### src/rtl/sfilt_pkg.sv
// Shared constants and types for the serial-filter command sequencer.
// Holds the command codes, the FSM state enumeration and the config address map.
package sfilt_pkg;

  localparam logic [1:0] CMD_FIRST = 2'd0;
  localparam logic [1:0] CMD_MAC   = 2'd1;
  localparam logic [1:0] CMD_SHIFT = 2'd2;
  localparam logic [1:0] CMD_OUT   = 2'd3;

  localparam logic [4:0] ADDR_NTAPS = 5'd16;
  localparam logic [4:0] ADDR_SHIFT = 5'd17;

  typedef enum logic [2:0] {
    ST_IDLE,
    ST_FIRST,
    ST_MAC,
    ST_SHIFT,
    ST_OUT
  } state_t;

  // A tap count of zero is meaningless, so it becomes one; anything too large saturates.
  function automatic int unsigned clamp_ntaps(input logic [4:0] v, input int unsigned nmax);
    if (v == 5'd0) return 1;
    if ({27'd0, v} > nmax) return nmax;
    return {27'd0, v};
  endfunction

endpackage

### src/rtl/sfilt_tapmem.sv
// Sample delay line and coefficient store: two register files with one write
// port each and a combinational read by address.
module sfilt_tapmem #(
  parameter int NTAPS_MAX = 16,
  parameter int AW        = $clog2(NTAPS_MAX)
) (
  input  logic          clk,
  input  logic          rst,
  input  logic          x_we,
  input  logic [AW-1:0] x_waddr,
  input  logic [31:0]   x_wdata,
  input  logic [AW-1:0] x_raddr,
  output logic [31:0]   x_rdata,
  input  logic          c_we,
  input  logic [AW-1:0] c_waddr,
  input  logic [31:0]   c_wdata,
  input  logic [AW-1:0] c_raddr,
  output logic [31:0]   c_rdata
);

  logic [31:0] x_mem [NTAPS_MAX];
  logic [31:0] c_mem [NTAPS_MAX];

  always_ff @(posedge clk or negedge rst) begin
    if (!rst) begin
      for (int i = 0; i < NTAPS_MAX; i++) x_mem[i] <= '0;
    end else if (x_we) begin
      x_mem[x_waddr] <= x_wdata;
    end
  end

  always_ff @(posedge clk or negedge rst) begin
    if (!rst) begin
      for (int i = 0; i < NTAPS_MAX; i++) c_mem[i] <= '0;
    end else if (c_we) begin
      c_mem[c_waddr] <= c_wdata;
    end
  end

  assign x_rdata = x_mem[x_raddr];
  assign c_rdata = c_mem[c_raddr];

endmodule

### src/rtl/sfilt_seq.sv
// Command sequencer for a serial FIR datapath: accepts one sample, then issues
// first-mult, MACs, shift+round and output commands back-to-back.
module sfilt_seq
  import sfilt_pkg::*;
#(
  parameter int NTAPS_MAX = 16
) (
  input  logic        clk,
  input  logic        rst,
  input  logic        s_valid,
  input  logic [31:0] s_data,
  output logic        s_ready,
  input  logic        cfg_we,
  input  logic [4:0]  cfg_addr,
  input  logic [31:0] cfg_wdata,
  output logic        busy,
  output logic        f_pushin,
  output logic [1:0]  f_cmd,
  output logic [31:0] f_q,
  output logic [31:0] f_h
);

  localparam int AW = $clog2(NTAPS_MAX);
  localparam int NW = AW + 1;

  state_t        state;
  logic [AW-1:0] wp;
  logic [AW-1:0] base;
  logic [AW-1:0] tap;
  logic [AW-1:0] rd_tap;
  logic [AW-1:0] x_raddr;
  logic [NW-1:0] ntaps;
  logic [6:0]    shift;
  logic [31:0]   x_rdata;
  logic [31:0]   c_rdata;
  logic [31:0]   c0;
  logic          xfer;
  logic          cfg_ok;
  logic          c_we;
  logic          last_tap;

  assign s_ready  = (state == ST_IDLE) || (state == ST_OUT);
  assign busy     = (state != ST_IDLE);
  assign xfer     = s_valid && s_ready;
  assign cfg_ok   = cfg_we && !busy;
  assign c_we     = cfg_ok && (int'({27'd0, cfg_addr}) < NTAPS_MAX);

  // Look one tap ahead so the registered outputs hold the operands for the current state.
  assign rd_tap   = s_ready ? '0 : tap + AW'(1);
  assign x_raddr  = base - rd_tap;
  assign last_tap = ({1'b0, tap} == ntaps - NW'(1));

  // A coefficient write in the same cycle as the transfer must reach the FIRST command.
  assign c0 = (cfg_ok && cfg_addr == 5'd0) ? cfg_wdata : c_rdata;

  sfilt_tapmem #(.NTAPS_MAX(NTAPS_MAX), .AW(AW)) u_tapmem (
    .clk     (clk),
    .rst     (rst),
    .x_we    (xfer),
    .x_waddr (wp),
    .x_wdata (s_data),
    .x_raddr (x_raddr),
    .x_rdata (x_rdata),
    .c_we    (c_we),
    .c_waddr (AW'(cfg_addr)),
    .c_wdata (cfg_wdata),
    .c_raddr (rd_tap),
    .c_rdata (c_rdata)
  );

  always_ff @(posedge clk or negedge rst) begin
    if (!rst) begin
      state    <= ST_IDLE;
      wp       <= '0;
      base     <= '0;
      tap      <= '0;
      ntaps    <= NW'(1);
      shift    <= '0;
      f_pushin <= 1'b0;
      f_cmd    <= '0;
      f_q      <= '0;
      f_h      <= '0;
    end else begin
      if (cfg_ok && cfg_addr == ADDR_NTAPS)
        ntaps <= NW'(clamp_ntaps(cfg_wdata[4:0], NTAPS_MAX));
      if (cfg_ok && cfg_addr == ADDR_SHIFT)
        shift <= cfg_wdata[6:0];
      if (xfer) begin
        wp   <= wp + AW'(1);
        base <= wp;
      end

      case (state)
        ST_IDLE, ST_OUT: begin
          if (xfer) begin
            state    <= ST_FIRST;
            tap      <= '0;
            f_pushin <= 1'b1;
            f_cmd    <= CMD_FIRST;
            f_q      <= s_data;
            f_h      <= c0;
          end else begin
            state    <= ST_IDLE;
            f_pushin <= 1'b0;
            f_cmd    <= '0;
            f_q      <= '0;
            f_h      <= '0;
          end
        end
        ST_FIRST, ST_MAC: begin
          f_pushin <= 1'b1;
          if (last_tap) begin
            state <= ST_SHIFT;
            f_cmd <= CMD_SHIFT;
            f_q   <= '0;
            f_h   <= {25'd0, shift};
          end else begin
            state <= ST_MAC;
            tap   <= rd_tap;
            f_cmd <= CMD_MAC;
            f_q   <= x_rdata;
            f_h   <= c_rdata;
          end
        end
        ST_SHIFT: begin
          state    <= ST_OUT;
          f_pushin <= 1'b1;
          f_cmd    <= CMD_OUT;
          f_q      <= '0;
          f_h      <= '0;
        end
        default: begin
          state    <= ST_IDLE;
          f_pushin <= 1'b0;
          f_cmd    <= '0;
          f_q      <= '0;
          f_h      <= '0;
        end
      endcase
    end
  end

endmodule

### config.mk
export PLATFORM = sky130hd
export DESIGN_NAME = sfilt_seq
export DESIGN_NICKNAME = d
export VERILOG_FILES = /design/src/rtl/sfilt_pkg.sv /design/src/rtl/sfilt_tapmem.sv /design/src/rtl/sfilt_seq.sv
export SDC_FILE = /design/constraint.sdc
export NUM_CORES = 2
export LEC_CHECK = 0
export CELL_PAD_IN_SITES_DETAIL_PLACEMENT = 0
export CELL_PAD_IN_SITES_GLOBAL_PLACEMENT = 1
export CORE_MARGIN = 5
export CORE_UTILIZATION = 53
export DETAILED_ROUTE_END_ITERATION = 10
export PLACE_DENSITY_LB_ADDON = 0.1
export SLEW_MARGIN = 20
export SYNTH_ARGS = -nofsm -noshare
export SYNTH_HDL_FRONTEND = slang
export SYNTH_HIERARCHICAL = 1
export SYNTH_SLANG_ARGS = --single-unit
### constraint.sdc
create_clock -name clk -period 4.2 [get_ports clk]
set_input_delay 1.05 -clock clk [delete_from_list [all_inputs] [get_ports clk]]
set_output_delay 1.05 -clock clk [all_outputs]
set_load 0.03 [all_outputs]
==> reports/metrics.csv <==
stage,metric,value,unit
cts,H-tree depth,3,
logic_synthesis,Mapped Area,0.0494,mm²
cts,"Reg clk slew, reported paths",0.06,ns
floorplan,die height,315,µm
layout,area grow syn2layout,15.0,%
job,MaxCap Viol Count,0,
floorplan,Total Die Area,0.0994,mm²
sta,Slew headroom,27.6,%
global_route,antenna violations before repair,9,
worst_setup_path,register-to-register setup slack,0.48,ns
hold_path,HP Class,in2async,
logic_synthesis,Mean Syn Cell Area,15.9,µm²
sta,crit share post-route,88.5,%
worst_setup_path,terminus of the critical flop-to-flop path,f_q[13],
cts,TritonCTS clock tree,built,
route,average vias per placed instance,6.12,
worst_setup_path,critical path peak fanout,51,
pwr,worst vdd ir,844,µV
route,drt pass-1 iters,5,
route,Detailed Route WL,124000,µm
placed_design,Post-DP Area,0.0529,mm²
worst_setup_path,slowest CP cell,fa_4,
layout,post-route cell area,0.0568,mm²
logic_synthesis,Synth cell types,48,
worst_setup_path,"slowest stage delay, CP",1.16,ns
sta,hold_ws,0.367,ns
pwr,PwrDens,788,mW/mm²
pwr,Lkg Pwr,26.1,nW
sta,Tmin final,3.72,ns
pwr,Clock power frac,23.1,%
outcome,outcome,finished clean,
sta,total negative slack,0,ns
global_route,first-pass GRT wire length,194000,µm
placed_design,DP HPWL,73600,µm
pwr,sequential fraction of design power,36.0,%
sta,RSZ-0062 raised after global routing,no,
sta,final-report setup violation count,0,
logic_synthesis,Yosys warning count,6,
global_route,vias in the first global route,31400,
sta,worst clock skew,0.0166,ns
worst_setup_path,"Arr. time, crit path",4.30,ns
logic_synthesis,syn_nets,3190,
pwr,Combinational Power Share,40.9,%
sta,"Hold Vio Cnt, Final",0,
cts,Worst-Skew Late Latency,0.70,ns
route,Residual DRC,0,
worst_setup_path,Critical Path Sink Type,flip-flop,
floorplan,Core Rows,112,
placed_design,GPL Wtd Cong,0.766,
global_route,all-layer global routing usage,25.4,%
layout,Fillers,6872,
layout,nets,3303,
floorplan,# IOs,142,
pwr,Sw Share,33.8,%
worst_setup_path,Worst Reg-to-Reg Cells,8,
sta,max-slew violations,0,
sta,Fmax,269,MHz
route,Starting DRT DRC Count,1897,
floorplan,Initial Util,53.2,%
worst_setup_path,"Buf+Inv Stages, Crit Path",1,
floorplan,Core Area,0.0929,mm²
worst_setup_path,kind of critical path,reg2reg,
pwr,post-layout power,44.8,mW
route,detail-routed net length per standard cell,27.1,µm
floorplan,die span in x,315,µm
worst_setup_path,crit-path cells,"ha_1, o21ai_0, fa_4, buf_12, mux4_2, a22oi_1, nand2_1, a22o_1",
worst_setup_path,Worst path top cell family by delay,adder cells,
cts,hold buffer count at cts,0,
cts,clk root buf,clkbuf_16,
layout,fraction of layout cells with a size suffix above 1,46.2,%
cts,clk buf depth,3,
worst_setup_path,reg2reg start,tap[0],
cts,clock sink count,1118,
route,via count,28000,
sta,actual slew at the worst max-slew pin,1.08,ns
cts,TritonCTS Buffers,119,
logic_synthesis,"flops & latches, synth",1118,
logic_synthesis,sequential fraction of the synthesis area,56.6,%
pwr,sw power,15.2,mW
pwr,internal power,29.6,mW
worst_setup_path,critical path data required time,4.78,ns
global_route,GRT overflow,0,
logic_synthesis,Syn Inst Count,3110,
worst_setup_path,CP Launch Type,flip-flop,
global_route,pin count of the biggest net entering global routing,118,
cts,# resized after CTS,0,
route,ANT nets after route,0,
placed_design,Port Buffers,141,
cts,Post CTS Setup Buffer Count,0,
-- kinds of logic (layout without fill, tap and decap cells) --
group / after synthesis / in the layout / share of synthesized area, %
AOI/OAI and AO/OA: 218 / 218 / 3.49
DFF: 1118 / 1118 / 56.6
muxes: 1290 / 1290 / 35.2
buffers and inverters: 284 / 494 / 2.50
and+or+nand+nor: 180 / 180 / 1.74
other: 0 / 4 / 0
adders and majority gates: 7 / 7 / 0.192
xor gates and xnor gates: 13 / 13 / 0.230
-- cells in the final DEF, fill, tap and decap left out, types with 6 or more instances in the layout --
master,instances
a221o_1,7
a22o_1,64
a22oi_1,128
buf_12,42
buf_4,82
clkbuf_1,31
clkbuf_16,119
clkbuf_8,38
clkdlybuf4s50_1,140
clkinv_2,15
dfrtp_1,1117
ha_1,6
inv_1,8
mux2_1,118
mux2_2,914
mux4_2,256
nand2_1,90
nand2b_1,10
nand3b_1,9
nor2_1,10
nor2_4,23
o21ai_0,8
or3_2,6
xnor2_1,9
-- synth_stat cells, drive strengths merged --
cell type | count | area, µm²
ha | 6 | 75.1
a221o | 7 | 70.1
inv | 10 | 37.5
clkinv | 1 | 3.75
xor2 | 4 | 35.0
or2 | 2 | 12.5
dfstp | 1 | 26.3
nand3 | 3 | 15.0
a21o | 2 | 15.0
xnor2 | 9 | 78.8
nor4 | 1 | 21.3
nor3b | 2 | 25.0
nand2b | 10 | 62.6
dfrtp | 1117 | 28000
and3 | 2 | 12.5
o211ai | 2 | 15.0
nor3 | 3 | 15.0
nand4 | 1 | 6.26
and2 | 4 | 27.5
mux2i | 2 | 20.0
fa | 1 | 20.0
or3 | 8 | 50.1
nand4b | 1 | 8.76
or4b | 1 | 13.8
a22o | 64 | 561
o31ai | 1 | 7.51
o21ai | 8 | 40.0
o21bai | 1 | 18.8
o21a | 1 | 7.51
nor2 | 34 | 130
and4 | 1 | 8.76
mux4 | 256 | 5770
clkbuf | 150 | 563
nand3b | 9 | 67.6
a22oi | 128 | 961
a21oi | 2 | 10.0
nor2b | 4 | 25.0
buf | 123 | 632
mux2 | 1032 | 11600
o311a | 1 | 10.0
o41ai | 1 | 8.76
or4 | 2 | 15.0
nand2 | 92 | 345
-- per-layer routing --
layer	GRT usage, %	wire length (µm)
met2	44.4	64100
met5	0	38
met3	3.80	5200
met1	33.7	51400
met4	6.86	3150
-- per-stage QoR --
stage                     setup slack (ns)  cells  utilization, %
after global placement               0.454   4356            56.9
after global routing                 0.292   4578            61.2
final                                0.482   4578            61.2
after detailed placement             0.385   4356            56.9
after CTS                            0.482   4574            61.2
after floorplan                       1.06   3110               -
-- sequential cells by signal, indices dropped and copies added, names as in the netlist, 5 cells and up --
name / count
u_tapmem/x_mem: 512
f_h: 32
f_q: 32
shift: 7
ntaps: 5
u_tapmem/c_mem: 512
-- power groups by stage --
stage | Clock (mW) | Combinational (mW) | Sequential, mW
after floorplan | 0 | 12.8 | 15.9
after global placement | 0 | 18.2 | 15.9
after detailed placement | 0 | 18.4 | 16.3
after CTS | 10.6 | 18.5 | 16.1
after global routing | 11.0 | 19.5 | 16.5
final | 10.3 | 18.3 | 16.1
-- layout make-up --
class                           instances  area [µm²]  area share, %
Multi-Input combinational cell       1708       20400           35.9
Clock inverter                         30         317          0.557
Inverter                               11        51.3         0.0902
Tap cell                             1254        1570           2.76
Clock buffer                          188        3620           6.36
Timing Repair Buffer                  265        2870           5.05
Antenna cell                            4        10.0         0.0176
Sequential cell                      1118       28000           49.2
-- how the worst max path moves through the flow --
stage / startpoint / endpoint / slack [ns] / cells past startpoint
final: tap[0] / f_q[13] / 0.48 / 8
after global routing: tap[0] / f_q[8] / 0.29 / 8
after CTS: tap[0] / f_q[15] / 0.48 / 8
after detailed placement: cfg_we / u_tapmem/c_mem[414] / 0.38 / 7
after global placement: cfg_we / u_tapmem/c_mem[409] / 0.45 / 7
after floorplan: state[0] / f_q[17] / 1.06 / 11
(Power assumes the default switching activity.)
